===== config.mk =====
export PLATFORM = sky130hd
export DESIGN_NAME = fetch_unit
export DESIGN_NICKNAME = d
export VERILOG_FILES = /design/src/rtl/fetch_pkg.sv /design/src/rtl/fetch_fifo.sv /design/src/rtl/fetch_unit.sv
export SDC_FILE = /design/constraint.sdc
export NUM_CORES = 1
export LEC_CHECK = 0
export ABC_AREA = 1
export CAP_MARGIN = 20
export CORE_AREA = 4 4 93 95
export DETAILED_ROUTE_END_ITERATION = 16
export DIE_AREA = 0 0 97 99
export GPL_ROUTABILITY_DRIVEN = 0
export GPL_TIMING_DRIVEN = 0
export MAX_ROUTING_LAYER = met4
export PLACE_DENSITY = 0.65
export SYNTH_ARGS = -nofsm -noshare
export SYNTH_HDL_FRONTEND = slang
export SYNTH_HIERARCHICAL = 1
export SYNTH_SLANG_ARGS = --single-unit

===== constraint.sdc =====
create_clock -name ph1 -period 5.1 [get_ports ph1]
set_input_delay 1.02 -clock ph1 [delete_from_list [all_inputs] [get_ports ph1]]
set_output_delay 1.02 -clock ph1 [all_outputs]
set_load 0.05 [all_outputs]

===== src/rtl/fetch_pkg.sv =====
// Shared types and constants for the instruction-byte fetch engine.
package fetch_pkg;

  localparam int unsigned ADDR_W = 16;
  localparam int unsigned DATA_W = 8;

  localparam logic [ADDR_W-1:0] DEFAULT_RESET_VEC = 16'hFFFC;

  typedef enum logic [1:0] {
    IDLE,
    VEC_LO,
    VEC_HI,
    RUN
  } fetch_state_t;

  typedef struct packed {
    logic [DATA_W-1:0] data;
    logic [ADDR_W-1:0] pc;
  } fetch_entry_t;

  // Pointer width that stays legal for a single-entry buffer.
  function automatic int unsigned ptr_width(input int unsigned depth);
    return (depth > 1) ? $clog2(depth) : 1;
  endfunction

endpackage


===== src/rtl/fetch_fifo.sv =====
// Prefetch buffer: circular storage of fetched bytes with their addresses.
// Synchronous flush has priority over push and pop.
module fetch_fifo
  import fetch_pkg::*;
#(
  parameter int unsigned DEPTH = 4
) (
  input  logic         clk,
  input  logic         rst,
  input  logic         flush,
  input  logic         push,
  input  fetch_entry_t wdata,
  input  logic         pop,
  output fetch_entry_t rdata,
  output logic         full,
  output logic         empty
);

  localparam int unsigned PTR_W = ptr_width(DEPTH);
  localparam int unsigned CNT_W = $clog2(DEPTH + 1);

  fetch_entry_t     mem [DEPTH];
  logic [PTR_W-1:0] wr_ptr;
  logic [PTR_W-1:0] rd_ptr;
  logic [CNT_W-1:0] count;
  logic             do_push;
  logic             do_pop;

  function automatic logic [PTR_W-1:0] ptr_inc(input logic [PTR_W-1:0] ptr);
    return (ptr == PTR_W'(DEPTH - 1)) ? '0 : ptr + PTR_W'(1);
  endfunction

  assign full    = (count == CNT_W'(DEPTH));
  assign empty   = (count == '0);
  assign do_push = push & ~full;
  assign do_pop  = pop & ~empty;
  assign rdata   = mem[rd_ptr];

  // Pointers and occupancy; flush discards everything including a same-cycle push.
  always_ff @(posedge clk or posedge rst) begin
    if (rst) begin
      wr_ptr <= '0;
      rd_ptr <= '0;
      count  <= '0;
    end else if (flush) begin
      wr_ptr <= '0;
      rd_ptr <= '0;
      count  <= '0;
    end else begin
      if (do_push) wr_ptr <= ptr_inc(wr_ptr);
      if (do_pop)  rd_ptr <= ptr_inc(rd_ptr);
      case ({do_push, do_pop})
        2'b10:   count <= count + CNT_W'(1);
        2'b01:   count <= count - CNT_W'(1);
        default: count <= count;
      endcase
    end
  end

  always_ff @(posedge clk) begin
    if (do_push && !flush) mem[wr_ptr] <= wdata;
  end

endmodule


===== src/rtl/fetch_unit.sv =====
// Instruction-byte fetch engine: reset-vector load, sequential byte reads, prefetch buffer.
// Define FETCH_PREFETCH_EN to let fetch run DEPTH bytes ahead; otherwise single-entry buffer.
module fetch_unit
  import fetch_pkg::*;
#(
  parameter int unsigned       DEPTH     = 4,
  parameter logic [ADDR_W-1:0] RESET_VEC = DEFAULT_RESET_VEC
) (
  input  logic              ph1,
  input  logic              reset,
  output logic [ADDR_W-1:0] mem_addr,
  output logic              mem_req,
  input  logic              mem_ack,
  input  logic [DATA_W-1:0] mem_data,
  input  logic              redirect,
  input  logic [ADDR_W-1:0] redirect_pc,
  output logic              byte_valid,
  output logic [DATA_W-1:0] byte_data,
  output logic [ADDR_W-1:0] byte_pc,
  input  logic              byte_ready
);

`ifdef FETCH_PREFETCH_EN
  localparam int unsigned EFF_DEPTH = DEPTH;
`else
  // DEPTH has no effect without prefetch; the buffer holds one byte.
  localparam int unsigned EFF_DEPTH = (DEPTH > 0) ? 1 : 1;
`endif

  localparam logic [ADDR_W-1:0] VEC_HI_ADDR = ADDR_W'(RESET_VEC + 16'd1);

  fetch_state_t      state_q, state_d;
  logic [ADDR_W-1:0] pc_q, pc_d;
  logic              fifo_full;
  logic              fifo_empty;
  logic              push;
  logic              pop;
  logic              flush;
  fetch_entry_t      wr_entry;
  fetch_entry_t      head;

  always_ff @(posedge ph1 or posedge reset) begin
    if (reset) begin
      state_q <= IDLE;
      pc_q    <= '0;
    end else begin
      state_q <= state_d;
      pc_q    <= pc_d;
    end
  end

  // Next state, PC update and bus request; redirect in RUN suppresses the request and drops any ack.
  always_comb begin
    state_d  = state_q;
    pc_d     = pc_q;
    mem_req  = 1'b0;
    mem_addr = pc_q;
    push     = 1'b0;
    flush    = 1'b0;
    case (state_q)
      IDLE: begin
        mem_addr = RESET_VEC;
        state_d  = VEC_LO;
      end
      VEC_LO: begin
        mem_addr = RESET_VEC;
        mem_req  = 1'b1;
        if (mem_ack) begin
          pc_d[7:0] = mem_data;
          state_d   = VEC_HI;
        end
      end
      VEC_HI: begin
        mem_addr = VEC_HI_ADDR;
        mem_req  = 1'b1;
        if (mem_ack) begin
          pc_d[15:8] = mem_data;
          state_d    = RUN;
        end
      end
      RUN: begin
        if (redirect) begin
          flush = 1'b1;
          pc_d  = redirect_pc;
        end else begin
          mem_req = ~fifo_full;
          if (mem_req && mem_ack) begin
            push = 1'b1;
            pc_d = pc_q + ADDR_W'(1);
          end
        end
      end
      default: state_d = IDLE;
    endcase
  end

  assign wr_entry = '{data: mem_data, pc: pc_q};
  assign pop      = byte_valid & byte_ready;

  fetch_fifo #(
    .DEPTH(EFF_DEPTH)
  ) u_fifo (
    .clk  (ph1),
    .rst  (reset),
    .flush(flush),
    .push (push),
    .wdata(wr_entry),
    .pop  (pop),
    .rdata(head),
    .full (fifo_full),
    .empty(fifo_empty)
  );

  assign byte_valid = ~fifo_empty;
  assign byte_data  = head.data;
  assign byte_pc    = head.pc;

endmodule


==> results by group, run 1 <==
Status
  • Outcome: complete, no violations

Clock tree
  • Postcts setup bufs: 0
  • Clock-pin slew on the worst setup and hold paths: 0.08 ns
  • Clock buffers created by TritonCTS: 5
  • Worst-Skew Late Latency: 0.30 ns
  • CTS-repair resized insts: 0
  • CTS Buffer Depth: 2
  • TritonCTS clock tree: built
  • CTS hold repair buffers: 0
  • CTS H-Tree Depth: 2
  • CTS root buf: clkbuf_8
  • Sink Count: 43

Critical path
  • CP dominant cell by count: clkdlybuf4s50_1
  • CP Launch Type: input pin
  • Worst path arrival time: 3.07 ns
  • Max FO, Critical Path: 10
  • Setup CP Type: in -> out
  • Worst Reg-to-Reg Cells: 7
  • Worst-path cell with the longest stage delay: clkdlybuf4s50_1
  • Worst r2r src: state_q[0]
  • Reg2reg end: u_fifo/mem[0][7]
  • Worst Path Required: 4.08 ns
  • R2R Setup Slk: around 2.7 ns
  • CP endpoint kind: output pin
  • Crit-path max cell delay: 0.82 ns
  • Crit-path cells: clkdlybuf4s50_1 -> inv_1 -> nand2_2 -> inv_2 -> buf_2 -> nand2_1 -> a21oi_1 -> clkdlybuf4s50_1

Power and ir drop
  • PnR Total Power: 1.86 mW
  • Pleak: between 1 and 1.5 nW
  • Peak supply drop: ~0.44 mV
  • P per Cell Area: 580 nW/um^2

Drt
  • Vias per cell: approximately 4.5
  • Routed WL: 6170 um
  • Total number of vias: around 2100
  • Drt first-iter violations: 87
  • DR WL/cell: 13.3 um
  • DRC viols: 0
  • Antenna Nets Post-Route: 0
  • Drt pass-1 iters: 4

Global routing
  • Grt total ovfl: 0
  • GR Util All Layers: 13.4%
  • Largest net degree at the start of global routing: 25
  • Number of global-route vias before repair: 2133
  • First-pass GRT wire length: a little over 10000 um
  • Initial antenna violation count: 0

Yosys
  • Yosys warning count: 6
  • FF+latch count, synth: 43
  • Mapped cell area: 2290 sq um
  • Mapped Cells: 283
  • Sequential area share after synthesis: 52.2%
  • Cell variety after synth: 31
  • Syn nets: about 320
  • Syn avg cell area: 8.10 sq um

Run
  • Maxcap violations: 0

Timing
  • Slew @ Worst Pin: roughly 1.0 ns
  • Final Max Slew Viols: 0
  • Tcrit/Tclk final: 80.3%
  • Final setup TNS: 0 ns
  • Setup Viol. Count Final: 0
  • Layout Skew: 0.00762 ns
  • RSZ-0062 raised after global routing: false
  • Max Fclk: between 0.2 and 0.25 GHz
  • Final Hold Vio Count: 0
  • Tmin final: 4.09 ns
  • Slew margin rel.: a little under a third

Min path
  • Hold Path Origin: pc_q[15]
  • Hold Path Cell Cnt: 0
  • Worst Hold Endpoint: u_fifo/mem[0][15]
  • HP Class: reg -> reg

Cells and area
  • # fillers: about 770
  • Antenna Cells: 0
  • Post-Layout Inst Area: 3210 sq um
  • Register Area: 1200 sq um
  • # nets final: roughly 400
  • Layout cells sized above 1: ~8.6%
  • Area delta synth->final: 39.8%
  • Multi-input gate area: 931 sq um
  • Util after Layout: 41.5%

Floorplanning
  • # rows: 32
  • Die width: 97 um
  • Initial Util: 29.7%
  • Core area: 7730 sq um
  • Die H: between 90 and 100 um
  • Die ar.: 9600 sq um
  • # IOs: 71

Place
  • Final HPWL DP: around 4800 um
  • DP Area: 3120 sq um
  • IO buf count: 70
## per-layer routing
metal / wire length [um] / global-route usage (%) / share of wire, % / vias up
met5: 0 / - / 0 / -
met4: 120 / 5.29 / 1.9 / 0
met3: 283 / 2.83 / 4.6 / 11
met2: 2940 / 21.8 / 48 / 60
met1: 2830 / 16.3 / 46 / 956
li1: - / - / - / 1058
## state kept, by name, summed over array words and instances (netlist names)
register     cells
u_fifo/mem      24
pc_q            16
state_q          2
u_fifo/full      1
## cells in the mapped netlist
| library cell | n | area [sq um] |
|---|---|---|
| a21oi_1 | 16 | 80.1 |
| a22oi_1 | 1 | 7.51 |
| a31oi_1 | 1 | 6.26 |
| a41oi_1 | 1 | 8.76 |
| buf_2 | 1 | 5.00 |
| buf_4 | 1 | 7.51 |
| clkbuf_1 | 1 | 3.75 |
| clkbuf_2 | 1 | 5.00 |
| dfrtp_1 | 19 | 475 |
| edfxtp_1 | 24 | 721 |
| ha_1 | 5 | 62.6 |
| inv_1 | 32 | 120 |
| inv_2 | 5 | 18.8 |
| inv_4 | 1 | 6.26 |
| nand2_1 | 82 | 308 |
| nand2_2 | 2 | 12.5 |
| nand2_4 | 2 | 22.5 |
| nand3_1 | 17 | 85.1 |
| nand3_2 | 1 | 10.0 |
| nand4_1 | 2 | 12.5 |
| nor2_1 | 42 | 158 |
| nor2_2 | 3 | 18.8 |
| nor3_1 | 1 | 5.00 |
| o211ai_1 | 1 | 7.51 |
| o21ai_0 | 6 | 30.0 |
| o21ai_1 | 3 | 15.0 |
| o21bai_1 | 1 | 7.51 |
| o22ai_1 | 2 | 12.5 |
| or2_2 | 6 | 37.5 |
| or3_1 | 1 | 6.26 |
| xor2_1 | 2 | 17.5 |
## worst max-delay path by stage
| stage | start | cells after the start | endpoint |
|---|---|---|---|
| final | redirect | 8 | mem_req |
| after detailed placement | redirect | 8 | mem_req |
| after CTS | redirect | 8 | mem_req |
| after global placement | redirect | 8 | mem_req |
| after floorplan | redirect | 6 | mem_req |
| after global routing | redirect | 8 | mem_req |
## report_power, final
part | total [mW] | switching (mW) | internal (mW)
combinational | 1.04 | 0.695 | 0.349
sequential | 0.604 | 0.118 | 0.486
clock | 0.210 | 0.117 | 0.0938
total | 1.86 | 0.930 | 0.929
## cell families after synthesis
logic type	after synthesis	synth area share, %
AO/OA/AOI/OAI	32	7.64
XOR/XNOR	2	0.764
adder cells (fa/ha/maj)	5	2.73
buffers and inverters	42	7.26
flip-flops	43	52.2
AND/OR/NAND/NOR	159	29.5
## metrics by stage
stage	std cells	setup WS, ns	hold slack (ns)
6_report	463	1.01	0.527
2_1_floorplan	283	1.83	0.470
3_5_place_dp	455	1.02	0.507
5_1_grt	463	0.898	0.571
3_3_place_gp	455	1.01	0.489
4_1_cts	463	1.01	0.527
## layout by cell type (no fill, tap or decap)
| cell type | Yosys | layout |
|---|---|---|
| clkbuf_1 | 1 | 1 |
| nor3_1 | 1 | 1 |
| clkinv_2 | 0 | 3 |
| or2_2 | 6 | 6 |
| o21ai_1 | 3 | 3 |
| inv_1 | 32 | 32 |
| a31oi_1 | 1 | 1 |
| clkbuf_8 | 0 | 5 |
| clkdlybuf4s50_1 | 0 | 70 |
| o211ai_1 | 1 | 1 |
| xor2_1 | 2 | 2 |
| inv_2 | 5 | 5 |
| nor2_2 | 3 | 3 |
| a22oi_1 | 1 | 1 |
| ha_1 | 5 | 5 |
| clkbuf_2 | 1 | 1 |
| a41oi_1 | 1 | 1 |
| nand3_2 | 1 | 1 |
| or3_1 | 1 | 1 |
| buf_2 | 1 | 1 |
| dfrtp_1 | 19 | 19 |
| o21bai_1 | 1 | 1 |
| buf_4 | 1 | 1 |
| edfxtp_1 | 24 | 24 |
| nand2_4 | 2 | 2 |
| nand2_1 | 82 | 82 |
| nand2_2 | 2 | 2 |
| a21oi_1 | 16 | 16 |
| nand3_1 | 17 | 17 |
| inv_4 | 1 | 1 |
| nand4_1 | 2 | 2 |
| o21ai_0 | 6 | 6 |
| o22ai_1 | 2 | 2 |
| nor2_1 | 42 | 42 |
## worst max-delay path, delay by kind of cell
kind / cells / cell delay (ns)
AND/OR/NAND/NOR: 2 / 0.21
buffers and inverters: 5 / 1.71
AO/OA/AOI/OAI: 1 / 0.13
## cell type report
type / instances / share of cell area [%]
flip-flops and latches: 43 / 37.3
multi-input cells: 198 / 29.0
repair buffers: 70 / 21.9
inverters: 38 / 4.53
well taps: 102 / 3.98
clock buffers: 5 / 2.15
plain buffers: 4 / 0.664
clock inverters: 3 / 0.468
Note: power is estimated with default switching activity, not from simulation.
==> inputs of run 2 (changes only) <==
Settings changed: PLACE_DENSITY 0.65 to 0.67.
Clock period 5.1 ns to 3.6 ns, I/O delays scaled along.
==> run 2 against run 1 <==
Net effect: non-clock buffer count did not move; clock skew is 0.0016 ns higher; count of clock-buffer cells in the layout rose by 1; critical path type is now reg -> out; sequential cell count stayed put.
==> results by group, run 2 (synthesized netlist as in run 1, its figures left out) <==
Cells and area
  • Util after Layout: 41.4% (-0.11 points)
  • Largest Register: u_fifo/mem
  • Most common cell after layout, fill and taps aside: nand2_1
  • # nets final: 394 (unchanged)
  • Commonest non-fill, non-tap cells in the layout: 82 x nand2_1, 69 x clkdlybuf4s50_1, 42 x nor2_1
  • Area delta synth->final: 39.4%
  • Post-Layout Inst Area: 3200 sq um (-0.27%)
  • Max reg flops: 24 (unchanged)
  • Largest regs: u_fifo/mem x24, pc_q x16, state_q x2
  • Antenna Cells: 0 (unchanged)
  • Post-Layout Cell Count: 461 (-0.43%)
  • Layout cells sized above 1: 7.80% (-0.79 points)

Timing
  • Tcrit/Tclk final: just under 90%
  • Final setup TNS: 0 ns (unchanged)
  • Tmin final: 3.12 ns
  • Slew margin rel.: 32.7% (+2.2 points)
  • Final Max Slew Viols: 0 (unchanged)
  • Max Fclk: approximately 0.32 GHz
  • RSZ-0062 raised after global routing: false
  • Final Hold Vio Count: 0 (unchanged)
  • Setup Viol. Count Final: 0 (unchanged)
  • Slew @ Worst Pin: 1.01 ns (-0.0333 ns)
  • Layout Skew: 0.00926 ns (+0.00164 ns)
  • Final worst slack: 0.484 ns (-0.522 ns)

Global routing
  • First-pass GRT wire length: 10100 um (-0.95%)
  • Number of global-route vias before repair: 2097 (-1.7%)
  • Largest net degree at the start of global routing: 25 (unchanged)
  • Initial antenna violation count: 0 (unchanged)
  • Grt total ovfl: 0 (unchanged)
  • GR Util All Layers: 13.3% (-0.078 points)

Drt
  • Total number of vias: 2122 (+1.8%)
  • Routed WL: 6170 um (about the same)
  • Drt pass-1 iters: 4 (unchanged)
  • DRC viols: 0 (unchanged)
  • Drt first-iter violations: 122 (+40%)
  • Antenna Nets Post-Route: 0 (unchanged)
  • DR WL/cell: 13.4 um (+0.47%)
  • Vias per cell: 4.60 (+2.2%)

Critical path
  • R2R Setup Slk: 1.24 ns (-1.49 ns)
  • CP Launch Type: flip-flop
  • CP startpoint: state_q[0]
  • Max FO, Critical Path: 10 (unchanged)
  • Reg2reg end: u_fifo/mem[0][14]
  • Worst r2r src: state_q[0]
  • Setup CP Type: reg -> out
  • CP endpoint kind: output pin
  • Crit path to: mem_addr[5]
  • Worst Reg-to-Reg Cells: 7 (unchanged)
  • Worst path arrival time: 2.40 ns (-0.67 ns)
  • Worst Path Required: 2.88 ns (-1.20 ns)

Place
  • DP Area: 3120 sq um (unchanged)
  • Final HPWL DP: 4770 um (about the same)
  • IO buf count: 70 (unchanged)
  • Pre-CTS setup slack: 0.102 ns (-0.922 ns)
  • DP Cell Count: 455 (unchanged)

Floorplanning
  • # IOs: 71 (unchanged)
  • Die ar.: 9600 sq um (unchanged)
  • Die width: 97 um (unchanged)
  • # rows: 32 (unchanged)
  • Initial Util: 29.7% (unchanged)
  • Core area: 7730 sq um (unchanged)
  • Die H: 99 um (unchanged)

Clock tree
  • CTS root buf: clkbuf_8
  • CTS hold repair buffers: 0 (unchanged)
  • Clock-pin slew on the worst setup and hold paths: 0.08 ns (about the same)
  • Sink Count: 43 (unchanged)
  • CTS H-Tree Depth: 2 (unchanged)
  • Postcts setup bufs: 0 (unchanged)
  • TritonCTS clock tree: built
  • CTS Buffer Depth: 2 (unchanged)
  • Clock buffers created by TritonCTS: 5 (unchanged)
  • Worst-Skew Late Latency: 0.29 ns (about the same)

Status
  • Outcome: complete, no violations

Run
  • Maxcap violations: 0 (unchanged)

Power and ir drop
  • Pleak: 1.39 nW (about the same)
  • Peak supply drop: 0.557 mV (+26%)
  • P per Cell Area: 818 nW/um^2 (+41%)

Min path
  • HP Class: reg -> reg
==> run 2: changes by cell type in the layout (fill, tap and decap cells not counted), sizes merged <==
cell and delta:
clkinv -3, clkdlybuf4s50 -1, clkbuf +1, dlymetal6s2s +1
==> run 2: cell type report <==
| type | count | area [sq um] |
|---|---|---|
| inverter | 38 | 145 |
| buffer | 4 | 21.3 |
| tap | 102 | 128 |
| timing repair buffer | 70 | 703 |
| clock buffer | 6 | 72.6 |
| sequential | 43 | 1200 |
| multi-input combinational | 198 | 931 |
| fill | 759 | 4530 |
==> run 2: worst max-delay path, cell delays in order (launching register included) <==
cell and delay, ns:
dfrtp_1 0.43, ha_1 0.29, inv_1 0.20, clkbuf_2 0.25, or2_2 0.14, clkdlybuf4s50_1 0.79
==> run 2: worst min-delay path by stage <==
stage / cells after the start / from / slack, ns / to
5_1_grt: 0 / pc_q[15] / 0.56 / u_fifo/mem[0][15]
4_1_cts: 0 / pc_q[15] / 0.53 / u_fifo/mem[0][15]
6_report: 0 / pc_q[15] / 0.53 / u_fifo/mem[0][15]
3_5_place_dp: 0 / pc_q[15] / 0.51 / u_fifo/mem[0][15]
2_1_floorplan: 1 / reset / 0.45 / u_fifo/full
3_3_place_gp: 0 / pc_q[15] / 0.49 / u_fifo/mem[0][15]
==> run 2: repair_timing <==
item	4_1_cts	5_1_grt
setup endpoints to repair	0	1
hold endpoints to repair	0	0
gates resized for setup	0	1
==> run 2: report_power, final <==
group / internal [mW] / switching, mW / total [mW]
combinational: 0.493 / 0.978 / 1.47
clock: 0.130 / 0.159 / 0.289
sequential: 0.688 / 0.168 / 0.856
==> run 2: metrics by stage <==
| stage | total power, mW | hold WS (ns) |
|---|---|---|
| floorplan | 1.89 | 0.449 |
| global placement | 2.31 | 0.492 |
| detailed placement | 2.34 | 0.513 |
| CTS | 2.64 | 0.532 |
| global route | 2.82 | 0.563 |
| finish | 2.62 | 0.526 |
==> run 2: metal layers <==
metal  part of all wire (%)  track usage [%]  vias to the layer above  wire, um
met5                      0                -                        -         0
met4                    1.7             4.75                        0       107
met3                    5.9             2.97                       10       366
met2                     50             22.8                       72      3070
met1                     43             15.4                      982      2630
li1                       -                -                     1058         -
==> inputs of run 3 (changes only) <==
Settings changed: DONT_BUFFER_PORTS set to 1, PLACE_DENSITY 0.67 to 0.55, SLEW_MARGIN set to 20.
==> run 3 against run 2 <==
Net effect: non-clock buffer count decreased by 70; critical path depth increased by 1; clock power increased by 6%; maximum frequency decreased by 2.0%; clock skew decreased by 0.0046 ns; first-iteration DRC count decreased by 4.9%; sequential share of layout area increased by 10 points; utilization decreased by 8.9 points; die area unchanged; count of clock-buffer cells in the layout unchanged; register-to-register slack about the same; routed wire length about the same; critical path type unchanged; largest cell class unchanged.
==> results by group, run 3 (synthesized netlist as in run 1, its figures left out) <==
Clock tree
  • CTS root buf: clkbuf_8
  • Postcts setup bufs: 0 (unchanged)
  • CTS H-Tree Depth: 2 (unchanged)
  • Clock-pin slew on the worst setup and hold paths: 0.08 ns (about the same)
  • CTS hold repair buffers: 0 (unchanged)
  • Worst-Skew Late Latency: 0.29 ns (about the same)
  • CTS-repair resized insts: 0 (unchanged)
  • TritonCTS clock tree: built
  • Sink Count: 43 (unchanged)
  • CTS Buffer Depth: 2 (unchanged)
  • Clock buffers created by TritonCTS: 5 (unchanged)

Power and ir drop
  • P per Cell Area: 971 nW/um^2 (+19%)
  • P_sw: 1.31 mW (about the same)
  • Peak supply drop: 0.493 mV (-11%)
  • Sequential group share of total power: 38.7% (+6.0 points)
  • Clock share of power: 12.6% (+1.6 points)
  • Combinational group share of total power: 48.7% (-7.5 points)
  • Switching Fraction: 53.6% (+3.7 points)
  • Pleak: 1.11 nW (-21%)
  • Cell internal pwr: 1.13 mW (-14%)

Min path
  • HP Class: in -> async

Floorplanning
  • Die H: 99 um (unchanged)
  • Die ar.: 9600 sq um (unchanged)
  • # rows: 32 (unchanged)
  • Die width: 97 um (unchanged)
  • # IOs: 71 (unchanged)
  • Initial Util: 29.7% (unchanged)
  • Core area: 7730 sq um (unchanged)

Timing
  • Slew margin rel.: 27.4% (-5.2 points)
  • Layout Skew: 0.00469 ns (-0.00457 ns)
  • Final Hold Vio Count: 0 (unchanged)
  • RSZ-0062 raised after global routing: false
  • Tmin final: 3.18 ns (+0.0621 ns)
  • Slew @ Worst Pin: 1.09 ns (+0.0831 ns)
  • Final worst slack: 0.422 ns (-0.0621 ns)
  • Setup Viol. Count Final: 0 (unchanged)
  • Final Max Slew Viols: 0 (unchanged)
  • Tcrit/Tclk final: 88.3% (+1.7 points)
  • Max Fclk: 0.315 GHz (-2.0%)
  • Hold_ws: 0.137 ns (-0.390 ns)
  • Final setup TNS: 0 ns (unchanged)

Drt
  • Antenna Nets Post-Route: 0 (unchanged)
  • Drt pass-1 iters: 4 (unchanged)
  • Drt first-iter violations: 116 (-4.9%)
  • Total number of vias: 1874 (-12%)
  • Vias per cell: 4.77 (+3.6%)
  • Routed WL: 6180 um (about the same)
  • DRC viols: 0 (unchanged)
  • DR WL/cell: 15.7 um (+17%)

Cells and area
  • Post-Layout Inst Area: 2510 sq um (-22%)
  • Max reg flops: 24 (unchanged)
  • # fillers: 823 (+8.4%)
  • Multi-input gate area: 931 sq um (unchanged)
  • Layout cells sized above 1: 10.3% (+2.5 points)
  • # nets final: 324 (-18%)
  • Largest regs: u_fifo/mem x24, pc_q x16, state_q x2
  • Antenna Cells: 0 (unchanged)
  • Commonest non-fill, non-tap cells in the layout: 82 x nand2_1, 42 x nor2_1, 32 x inv_1
  • Area delta synth->final: 9.27%
  • Largest Register: u_fifo/mem
  • Most common cell after layout, fill and taps aside: nand2_1
  • Register Area: 1200 sq um (unchanged)

Global routing
  • Largest net degree at the start of global routing: 25 (unchanged)
  • Grt total ovfl: 0 (unchanged)
  • Initial antenna violation count: 0 (unchanged)
  • GR Util All Layers: 13.2% (-0.085 points)
  • Number of global-route vias before repair: 1878 (-10%)
  • First-pass GRT wire length: 9800 um (-2.5%)

Critical path
  • R2R Setup Slk: 1.23 ns (about the same)
  • Worst-path cell with the longest stage delay: a21oi_1
  • Crit-path cells: ha_1 -> nand2_2 -> inv_2 -> buf_2 -> nand2_1 -> a21oi_1
  • Worst path arrival time: 2.46 ns (+0.06 ns)
  • CP endpoint kind: output pin
  • Crit-path max cell delay: 0.81 ns (+0.02 ns)
  • Setup CP Type: reg -> out
  • Worst Path Required: 2.88 ns (about the same)
  • Max FO, Critical Path: 10 (unchanged)
  • CP Launch Type: flip-flop

Place
  • IO buf count: 0 (-100%)
  • Final HPWL DP: 4670 um (-2.2%)
  • DP Area: 2420 sq um (-22%)
  • Pre-CTS setup slack: 0.685 ns (+0.583 ns)

Run
  • Maxcap violations: 0 (unchanged)

Status
  • Outcome: complete, no violations
-- run 3: final cells by class --
type,instances,area share [%]
sequential,43,47.7
multi-input combinational,198,37.1
inverter,38,5.79
tap,102,5.09
clock buffer,6,2.90
buffer,4,0.849
clock inverter,2,0.499
-- run 3: final timing paths --
kind / startpoint / endpoint / cells after the start
setup / recovery: state_q[0] / mem_req / 6
hold / removal: reset / u_fifo/full / 1
max in group asynchronous: reset / pc_q[7] / 1
setup reg to reg: state_q[0] / u_fifo/mem[0][14] / 7
hold reg to reg: pc_q[15] / u_fifo/mem[0][15] / 0
min in group ph1: pc_q[15] / u_fifo/mem[0][15] / 0
-- run 3: stage by stage --
stage,total power [mW],instances,utilization (%)
final,2.43,393,32.4
after global routing,2.63,393,32.4
after CTS,2.46,393,32.4
after detailed placement,2.15,385,31.3
after global placement,2.12,385,31.3
after floorplan,1.89,283,-
-- run 3: power by group through the flow --
stage | logic [mW] | clock network (mW) | registers [mW]
global route | 1.33 | 0.338 | 0.967
CTS | 1.20 | 0.318 | 0.941
finish | 1.19 | 0.307 | 0.942
detailed placement | 1.20 | 0 | 0.951
global placement | 1.18 | 0 | 0.946
floorplan | 0.997 | 0 | 0.889
-- run 3: worst max-delay path, delay by kind of cell (launching register included) --
family          cells  cell delay, ns
simple gates        2            0.28
fa+ha+maj           1            0.30
compound gates      1            0.81
flops               1            0.40
buf+inv             2            0.38
-- run 3: layer usage --
metal | vias up | wire length, um | global-route usage, %
li1 | 920 | - | -
met2 | 58 | 2970 | 21.8
met1 | 892 | 2780 | 16.0
met4 | 0 | 59 | 3.35
met3 | 4 | 373 | 3.89
met5 | - | 0 | -
